<file path="src/rtl/rr_req_queue.sv">
// Two-client request front-end for the round-robin arbiter: per-client FIFOs raise
// ir0/ir1 while non-empty and pop onto one shared output port on each sampled grant.
module rr_req_queue #(
  parameter int WIDTH = 8,
  parameter int DEPTH = 4
) (
  input  logic             clock,
  input  logic             reset,
  input  logic             push0,
  input  logic [WIDTH-1:0] data0,
  output logic             full0,
  input  logic             push1,
  input  logic [WIDTH-1:0] data1,
  output logic             full1,
  output logic             ir0,
  output logic             ir1,
  input  logic             ack0,
  input  logic             ack1,
  output logic             out_valid,
  output logic [WIDTH-1:0] out_data,
  output logic             out_src,
  output logic [1:0]       ovf,
  output logic             err_mutex
);

  localparam int AW = $clog2(DEPTH);
  localparam int CW = AW + 1;
  localparam logic [CW-1:0] FULL_CNT = CW'(DEPTH);

  logic [WIDTH-1:0] mem    [2][DEPTH];
  logic [AW-1:0]    rd_ptr [2];
  logic [AW-1:0]    wr_ptr [2];
  logic [CW-1:0]    cnt    [2];
  logic [WIDTH-1:0] wdata  [2];

  logic [1:0] push_in;
  logic [1:0] ack_in;
  logic [1:0] nonempty;
  logic [1:0] is_full;
  logic [1:0] pop;
  logic [1:0] wr_en;
  logic [1:0] drop;
  logic       both_ack;

  assign push_in  = {push1, push0};
  assign ack_in   = {ack1, ack0};
  assign wdata[0] = data0;
  assign wdata[1] = data1;
  assign both_ack = ack0 & ack1;

  // A full FIFO still accepts a push when it pops at the same edge.
  always_comb begin
    nonempty = '0;
    is_full  = '0;
    pop      = '0;
    wr_en    = '0;
    drop     = '0;
    for (int n = 0; n < 2; n++) begin
      nonempty[n] = (cnt[n] != '0);
      is_full[n]  = (cnt[n] == FULL_CNT);
      pop[n]      = ack_in[n] & ~both_ack & nonempty[n];
      wr_en[n]    = push_in[n] & (~is_full[n] | pop[n]);
      drop[n]     = push_in[n] & is_full[n] & ~pop[n];
    end
  end

  assign ir0   = nonempty[0];
  assign ir1   = nonempty[1];
  assign full0 = is_full[0];
  assign full1 = is_full[1];

  // Storage is not reset; only occupancy decides what is visible.
  always_ff @(posedge clock) begin
    for (int n = 0; n < 2; n++) begin
      if (wr_en[n]) mem[n][wr_ptr[n]] <= wdata[n];
    end
  end

  always_ff @(posedge clock or posedge reset) begin
    if (reset) begin
      for (int n = 0; n < 2; n++) begin
        rd_ptr[n] <= '0;
        wr_ptr[n] <= '0;
        cnt[n]    <= '0;
      end
      out_valid <= 1'b0;
      out_data  <= '0;
      out_src   <= 1'b0;
      ovf       <= '0;
      err_mutex <= 1'b0;
    end else begin
      for (int n = 0; n < 2; n++) begin
        if (pop[n])   rd_ptr[n] <= rd_ptr[n] + AW'(1);
        if (wr_en[n]) wr_ptr[n] <= wr_ptr[n] + AW'(1);
        if (wr_en[n] && !pop[n])      cnt[n] <= cnt[n] + CW'(1);
        else if (pop[n] && !wr_en[n]) cnt[n] <= cnt[n] - CW'(1);
      end
      ovf       <= ovf | drop;
      if (both_ack) err_mutex <= 1'b1;
      out_valid <= |pop;
      if (pop[0]) begin
        out_data <= mem[0][rd_ptr[0]];
        out_src  <= 1'b0;
      end else if (pop[1]) begin
        out_data <= mem[1][rd_ptr[1]];
        out_src  <= 1'b1;
      end
    end
  end

endmodule
</file>
<file path="config.mk">
export PLATFORM = sky130hd
export DESIGN_NAME = rr_req_queue
export DESIGN_NICKNAME = d
export VERILOG_FILES = /design/src/rtl/rr_req_queue.sv
export SDC_FILE = /design/constraint.sdc
export NUM_CORES = 1
export LEC_CHECK = 0
export BUFFER_PORTS_ARGS = -buffer_cell sky130_fd_sc_hd__buf_4
export CAP_MARGIN = 20
export CORE_MARGIN = 8
export CORE_UTILIZATION = 41
export CTS_CLUSTER_SIZE = 14
export DETAILED_ROUTE_END_ITERATION = 8
export GPL_ROUTABILITY_DRIVEN = 1
export RECOVER_POWER = 50
export SETUP_SLACK_MARGIN = 0.02
export SLEW_MARGIN = 20
export SYNTH_ARGS = -nofsm -noshare
export SYNTH_HDL_FRONTEND = slang
export SYNTH_SLANG_ARGS = --single-unit
export TNS_END_PERCENT = 10
</file>
<file path="constraint.sdc">
create_clock -name clock -period 4.4 [get_ports clock]
set_clock_uncertainty 0.2 [all_clocks]
set_input_delay 0.22 -clock clock [delete_from_list [all_inputs] [get_ports clock]]
set_output_delay 0.22 -clock clock [all_outputs]
set_load 0.02 [all_outputs]
</file>
==> reports/qor.yml, run 1 <==
worstReg2RegEnd: "cnt[5]"
cp_slowest_stage_delay_ns: 0.66
drt_iter0_markers: 91
fin_nets: 295
ys_ff_latch: 91
place_worst_setup_slack_ns: 1.65
vias_per_cell: 5.08
grt.total_usage_pct: 11.3
yosysMostFrequentCell: "edfxtp_1"
finalCritPeriodShare_pct: 66.8
peakVddDrop_mv: 0.179
power_density_mw_per_mm2: 621
synth_area_mm2: 0.00368
min_path_cells: 4
syn_nets: 233
cp-startpoint: "ack1"
finalHoldViolCount: 0
end_kind: "flop"
first_pass_iters: 4
rr_worst_depth: 8
gp_congestion: 0.723
clkTransAtPathRegs_ns: 0.08
placed_area_mm2: 0.00405
yosysWarnings: 0
layout-drive-gt1-share_pct: 18.8
hpwlAfterDp_um: 4570
fin_tns_setup_ns: 0
cts_buffer_depth: 2
crit_arrival_ns: 3.00
rsz0062_at_grt: "false"
antenna_found_initial: 0
remaining_drc_errors: 0
ant_nets: 0
drt-wirelength-per-cell_um: 17.9
synth_largest_area_cell: "edfxtp_1"
synth_common_cells: "edfxtp_1, dfrtp_1, mux4_2"
tightest_slew_ns: 1.04
maxCapViolCount: 0
synth_ff_type: "edfxtp_1"
cp_slowest_cell: "nor2b_1"
start_kind: "input port"
rows: 34
critical_path.cell_chain: "dlygate4sd3_1 > buf_4 > nor2b_1 > o21a_1 > ha_1 > inv_1 > fa_1 > xor2_1 > nor2_1 > xor2_1"
rrSetupSlack_ns: 1.85
grt_remaining_overflow: 0
start_util_pct: 42.2
numCtsBuffers: 9
coreArea_mm2: 0.00872
cp_common_cell: "xor2_1"
num-fill-cells: 741
outcome: "complete, no violations"
crit_required_ns: 4.46
drv_slew: 0
io_buffers: 38
grt_first_pass_wirelength_um: 11000
synth_area_per_cell_um2: 18.5
yosys-top-cells-area: "edfxtp_1, dfrtp_1, mux4_2"
synth_enable_flop_cells: 64
period_minus_slack_ns: 2.94
num_vias: 1899
yosysUniqueCellTypes: 28
crit_type: "input port to flop"
hold_buffers: 21
postCtsSetupRepairBufs: 0
hp-class: "input port to flop"
grt_max_degree: 28
synthCells: 199
cts_root_buf: "clkbuf_8"
ios: 39
synth_top_area_share_pct: 52.2
wirelength_um: 6710
grt_pass1_vias: 2039
dieArea_mm2: 0.0123
area.growth.synth_to_final_pct: 18.6
max_slew_margin_pct: 30.4
leakage_nw: 1.63
finalCoreUtilization_pct: 50.1
insertion_delay_ns: 0.34
htreeDepth: 3
cts_resized: 0
cts.sinks: 91
async_flop_share_pct: 29.7
fmax_mhz: 340
final_cell_area_mm2: 0.00437
die_x_um: 111
yosysSeqAreaShare_pct: 70.6
crit_path_max_fanout: 13
endpoint: "cnt[5]"
antennaDiodeCount: 0
cts_tree: "yes"
die_h_um: 111
setup_viol: 0
finalWorstSetupSlack_ns: 1.46
r2r-start: "cnt[3]"
[sequential cells by signal, indices dropped and copies added, names as in the netlist]
signal     cells
out_src        1
cnt            6
wr_ptr         4
rd_ptr         4
mem           64
out_valid      1
ovf            2
out_data       8
err_mutex      1
[stage by stage]
step	power [mW]	instances	hold WS, ns
2_1_floorplan	1.92	199	0.0727
3_5_place_dp	2.22	337	0.221
6_report	2.71	374	0.0738
5_1_grt	2.87	374	0.122
4_1_cts	2.78	374	0.0645
3_3_place_gp	2.20	337	0.223
[area by class of cell]
cell class,instances,area (um^2),area share [%]
multi-input cells,89,995,22.8
clock inverters,6,65.1,1.49
repair buffers,59,405,9.28
clock buffers,10,128,2.92
flip-flops and latches,91,2600,59.5
well taps,108,135,3.09
inverters,11,41.3,0.946
[how the worst min path moves through the flow]
stage / from / endpoint
2_1_floorplan: reset / cnt[0]
3_3_place_gp: data0[2] / mem[0][10]
3_5_place_dp: data0[2] / mem[0][18]
4_1_cts: ack0 / rd_ptr[1]
5_1_grt: ack0 / rd_ptr[1]
6_report: ack0 / rd_ptr[1]
[per-layer routing]
metal	track usage (%)	wire (um)	vias to the layer above	share of wire, %
li1	-	-	879	-
met1	14.4	3100	969	46
met2	18.1	3240	47	48
met3	3.35	292	4	4.4
met4	3.51	75	0	1.1
met5	0	0	-	0
[power by group]
group / internal, mW / switching, mW
sequential: 1.17 / 0.195
combinational: 0.404 / 0.391
clock: 0.264 / 0.292
total: 1.84 / 0.878
[worst max-delay path, delay by kind of cell]
kind | cells | cell delay (ns)
XOR/XNOR | 2 | 0.31
buffers and inverters | 3 | 0.73
AO/OA/AOI/OAI | 1 | 0.38
adder cells (fa/ha/maj) | 2 | 0.59
AND/OR/NAND/NOR | 2 | 0.76
[cells by family after synthesis]
family | after synthesis | synth area share (%)
mux | 20 | 11.0
xor+xnor | 12 | 2.86
flops | 91 | 70.6
compound gates | 15 | 3.77
simple gates | 30 | 4.89
fa+ha+maj | 12 | 4.49
buf+inv | 19 | 2.41
[placed cells by master, fill, tap and decap left out, types with 2 or more instances in the layout]
master and n:
buf_4 13, or3b_1 2, inv_1 11, a21o_1 3, nor2_1 4, dlygate4sd3_1 21, mux2_2 2, and3_1 8
clkbuf_8 9, o21a_1 2, dfrtp_1 27, and2_1 8, mux2_1 2, nand3_1 2, edfxtp_1 64, nor2b_1 2
mux4_2 16, ha_1 10, clkinv_2 2, or3_1 2, xor2_1 4, fa_1 2, a221o_1 8, xnor2_1 8
clkbuf_1 25
Power figures use the tool's default switching activity.
==> inputs of run 2 (changes only) <==
==> constraint.sdc (replaced) <==
create_clock -name clock -period 2.4 [get_ports clock]
set_clock_uncertainty 0.2 [all_clocks]
set_input_delay 0.12 -clock clock [delete_from_list [all_inputs] [get_ports clock]]
set_output_delay 0.12 -clock clock [all_outputs]
set_load 0.02 [all_outputs]
==> reports/qor.yml, run 2 (same netlist as run 1, synthesis figures left out) <==
total_power_mw: 5.16
start_kind: "flop"
r2r-start: "cnt[3]"
crit_path_max_fanout: 4
worstReg2RegEnd: "cnt[4]"
switching_share_pct: 30.8
end_kind: "flop"
wirelength_um: 6770
p_seq_share_pct: 46.8
ff_latch_area_mm2: 0.00260
hp-class: "input port to flop"
insertion_delay_ns: 0.36
finalCritPeriodShare_pct: 96.4
num_vias: 1927
drt-wirelength-per-cell_um: 17.5
cts.sinks: 91
layout_common_cells: "edfxtp_1, buf_4, dfrtp_1, clkbuf_1, dlygate4sd3_1"
p_clk_share_pct: 21.1
htreeDepth: 3
finalCoreUtilization_pct: 51.7
start_util_pct: 42.2
grt_pass1_vias: 2088
peakVddDrop_mv: 0.394
crit_required_ns: 2.44
antenna_found_initial: 0
io_buffers: 38
multi_input_area_mm2: 0.00102
antennaDiodeCount: 0
hpwlAfterDp_um: 4680
rr_worst_depth: 6
rrSetupSlack_ns: 0.09
placed_area_mm2: 0.00415
remaining_drc_errors: 0
finalHoldViolCount: 0
power_density_mw_per_mm2: 1140
max_slew_margin_pct: 68.4
drt_iter0_markers: 109
final_common_cell: "edfxtp_1"
cts_buffer_depth: 2
maxCapViolCount: 0
dieArea_mm2: 0.0123
layout-drive-gt1-share_pct: 25.4
coreArea_mm2: 0.00872
fin_nets: 308
rows: 34
min_path_cells: 5
clkTransAtPathRegs_ns: 0.08
grt_max_degree: 28
grt.total_usage_pct: 11.5
largest_register_ffs: 64
gp_congestion: 0.728
die_x_um: 111
die_h_um: 111
min_to: "rd_ptr[0]"
drv_slew: 0
intPower_mw: 3.57
vias_per_cell: 4.98
area.growth.synth_to_final_pct: 22.6
numCtsBuffers: 9
p_comb_share_pct: 32.1
tightest_slew_ns: 0.473
num-fill-cells: 740
setup_viol: 0
cts_root_buf: "clkbuf_8"
cts_tree: "yes"
ant_nets: 0
ios: 39
rsz0062_at_grt: "true"
fin_tns_setup_ns: 0
fmax_mhz: 432
crit_arrival_ns: 2.35
grt_first_pass_wirelength_um: 11000
crit_type: "flop to flop"
worstHoldStart: "ack0"
power.switching_mw: 1.59
period_minus_slack_ns: 2.31
outcome: "complete, no violations"
grt_remaining_overflow: 0
final_cell_area_mm2: 0.00451
leakage_nw: 1.71
first_pass_iters: 4
run 2: changes by cell type in the layout (fill, tap and decap cells not counted), sizes merged:
cell      change
bufinv        +1
clkinv        +1
inv           -1
clkinvlp      -1
clkbuf        -1
buf          +14
run 2: how the worst max path moves through the flow:
stage | cells after the start | slack, ns | start | end
after floorplan | 9 | 0.01 | cnt[3] | cnt[5]
after global placement | 6 | 0.12 | cnt[0] | cnt[1]
after detailed placement | 6 | 0.07 | cnt[3] | cnt[4]
after CTS | 6 | 0.04 | cnt[3] | cnt[4]
after global routing | 6 | 0.003 | cnt[3] | cnt[4]
final | 6 | 0.09 | cnt[3] | cnt[4]
run 2: area by class of cell:
class | count | share of cell area, %
Clock inverter | 6 | 1.77
Clock buffer | 10 | 2.83
Timing Repair Buffer | 72 | 11.2
Tap cell | 108 | 3.00
Multi-Input combinational cell | 89 | 22.6
Inverter | 11 | 0.971
Sequential cell | 91 | 57.6
run 2: critical path, stage by stage (launching register included):
cell and delay [ns]:
dfrtp_2 0.44, or3b_1 0.43, o21a_1 0.21, ha_2 0.20
inv_1 0.06, fa_1 0.39, mux2_2 0.26
run 2: metal layers:
layer | wire [um] | track usage [%]
met1 | 3040 | 14.2
met3 | 268 | 2.98
met5 | 0 | 0
met4 | 127 | 6.22
met2 | 3330 | 18.0
run 2: power groups by stage:
stage          registers, mW  logic (mW)  clock network, mW
2_1_floorplan           2.44        1.12                  0
3_3_place_gp            2.45        1.66                  0
3_5_place_dp            2.46        1.68                  0
4_1_cts                 2.43        1.71               1.12
5_1_grt                 2.48        1.84               1.18
6_report                2.42        1.66               1.09
run 2: metrics by stage:
stage	instances	hold WS [ns]	setup WS, ns
after floorplan	199	-0.0273	0.0134
final	387	0.0455	0.0853
after detailed placement	347	0.0309	0.0715
after global routing	387	0.0591	0.00295
after global placement	347	0.0167	0.123
after CTS	384	0.0392	0.0404
run 2: timing repair:
action                                  CTS  global route
resized for setup                         0             4
hold endpoints to repair                 94             0
setup buffers                             0             3
endpoints found under the setup margin    0             4
hold buffers                             21             0
==> inputs of run 3 (changes only) <==
==> constraint.sdc (replaced) <==
create_clock -name clock -period 2.7 [get_ports clock]
set_clock_uncertainty 0.2 [all_clocks]
set_input_delay 0.135 -clock clock [delete_from_list [all_inputs] [get_ports clock]]
set_output_delay 0.135 -clock clock [all_outputs]
set_load 0.02 [all_outputs]
==> reports/qor.yml, run 3 (same netlist as run 1, synthesis figures left out) <==
outcome: "complete, no violations"
ios: 39
dieArea_mm2: 0.0123
leakage_nw: 1.64
total_power_mw: 4.37
layout_common_cells: "edfxtp_1, dfrtp_1, clkbuf_1, dlygate4sd3_1"
tightest_slew_ns: 1.49
remaining_drc_errors: 0
placed_area_mm2: 0.00408
fin_tns_setup_ns: 0
coreArea_mm2: 0.00872
gp_congestion: 0.720
die_x_um: 111
postCtsSetupRepairBufs: 0
hpwlAfterDp_um: 4730
crit_cells: 9
end_kind: "flop"
cts_tree: "yes"
io_buffers: 38
crit_required_ns: 2.77
fin_nets: 300
start_kind: "flop"
drt-wirelength-per-cell_um: 17.9
first_pass_iters: 4
crit_path_max_fanout: 10
hold_buffers: 22
worst_hold_slack_ns: 0.264
drv_slew: 0
setup_viol: 0
area.growth.synth_to_final_pct: 19.2
cts_resized: 0
finalHoldViolCount: 0
antennaDiodeCount: 0
path_buf_inv: 2
place_worst_setup_slack_ns: 0.169
path_delay_family: "simple AND/OR/NAND/NOR gates"
grt_remaining_overflow: 0
rrSetupSlack_ns: 0.17
critical_path.cell_chain: "or3_1 > and2_4 > inv_1 > ha_1 > inv_1 > fa_1 > xor2_1 > nor2_1 > xor2_1"
largest_register_ffs: 64
rr_worst_depth: 9
clkTransAtPathRegs_ns: 0.09
grt.total_usage_pct: 11.6
power_density_mw_per_mm2: 996
final_cell_area_mm2: 0.00439
fmax_mhz: 395
cp_slowest_cell: "or3_1"
cp_slowest_stage_delay_ns: 0.46
grt_pass1_vias: 2029
min_path_cells: 1
crit_type: "flop to flop"
final_common_cell: "edfxtp_1"
finalWorstSetupSlack_ns: 0.171
ant_nets: 0
die_h_um: 111
num-fill-cells: 739
ff_latch_area_mm2: 0.00260
htreeDepth: 3
start_util_pct: 42.2
period_minus_slack_ns: 2.53
crit_arrival_ns: 2.60
wirelength_um: 6790
peakVddDrop_mv: 0.364
vias_per_cell: 4.96
cts_buffer_depth: 2
drt_iter0_markers: 72
grt_first_pass_wirelength_um: 11000
hp-class: "flop to flop"
finalCritPeriodShare_pct: 93.6
insertion_delay_ns: 0.35
numCtsBuffers: 9
layout-drive-gt1-share_pct: 19.6
num_vias: 1879
rows: 34
rsz0062_at_grt: "false"
grt_max_degree: 28
cts_root_buf: "clkbuf_8"
max_slew_margin_pct: 0.667
cts.sinks: 91
multi_input_area_um2: 995
maxCapViolCount: 0
antenna_found_initial: 0
-- run 3: power breakdown --
part / total [mW] / internal [mW] / switching [mW]
clock: 0.828 / 0.345 / 0.484
combinational: 1.35 / 0.676 / 0.676
sequential: 2.19 / 1.90 / 0.286
total: 4.37 / 2.92 / 1.45
-- run 3: final cells by class --
type	instances	area share [%]
clock buffers	10	2.91
clock inverters	6	1.11
inverters	11	0.941
multi-input cells	89	22.7
flip-flops and latches	91	59.2
well taps	108	3.08
repair buffers	64	10.1
-- run 3: worst paths after layout --
check,from,to
min in group asynchronous,reset,ovf[1]
hold / removal,ovf[1],ovf[1]
max in group asynchronous,reset,out_data[3]
setup reg to reg,cnt[0],cnt[2]
setup / recovery,cnt[0],cnt[2]
hold reg to reg,ovf[1],ovf[1]
-- run 3: worst reg2reg max path: stages (launching register included) --
cell     delay, ns
dfrtp_1       0.43
or3_1         0.46
and2_4        0.21
inv_1         0.10
ha_1          0.18
inv_1         0.06
fa_1          0.37
xor2_1        0.15
nor2_1        0.13
xor2_1        0.17
-- run 3: layer usage --
metal / up-vias / part of all wire (%) / global-route usage [%]
met5: - / 0 / 0
met4: 0 / 2.1 / 6.49
met3: 8 / 3.8 / 3.08
met2: 40 / 48 / 17.9
met1: 937 / 47 / 14.5
li1: 894 / - / -
-- run 3: stage by stage --
| step | util, % | instances |
|---|---|---|
| after floorplan | - | 199 |
| after global placement | 46.8 | 341 |
| after detailed placement | 46.8 | 341 |
| after CTS | 51.4 | 379 |
| after global routing | 50.3 | 379 |
| final | 50.3 | 379 |
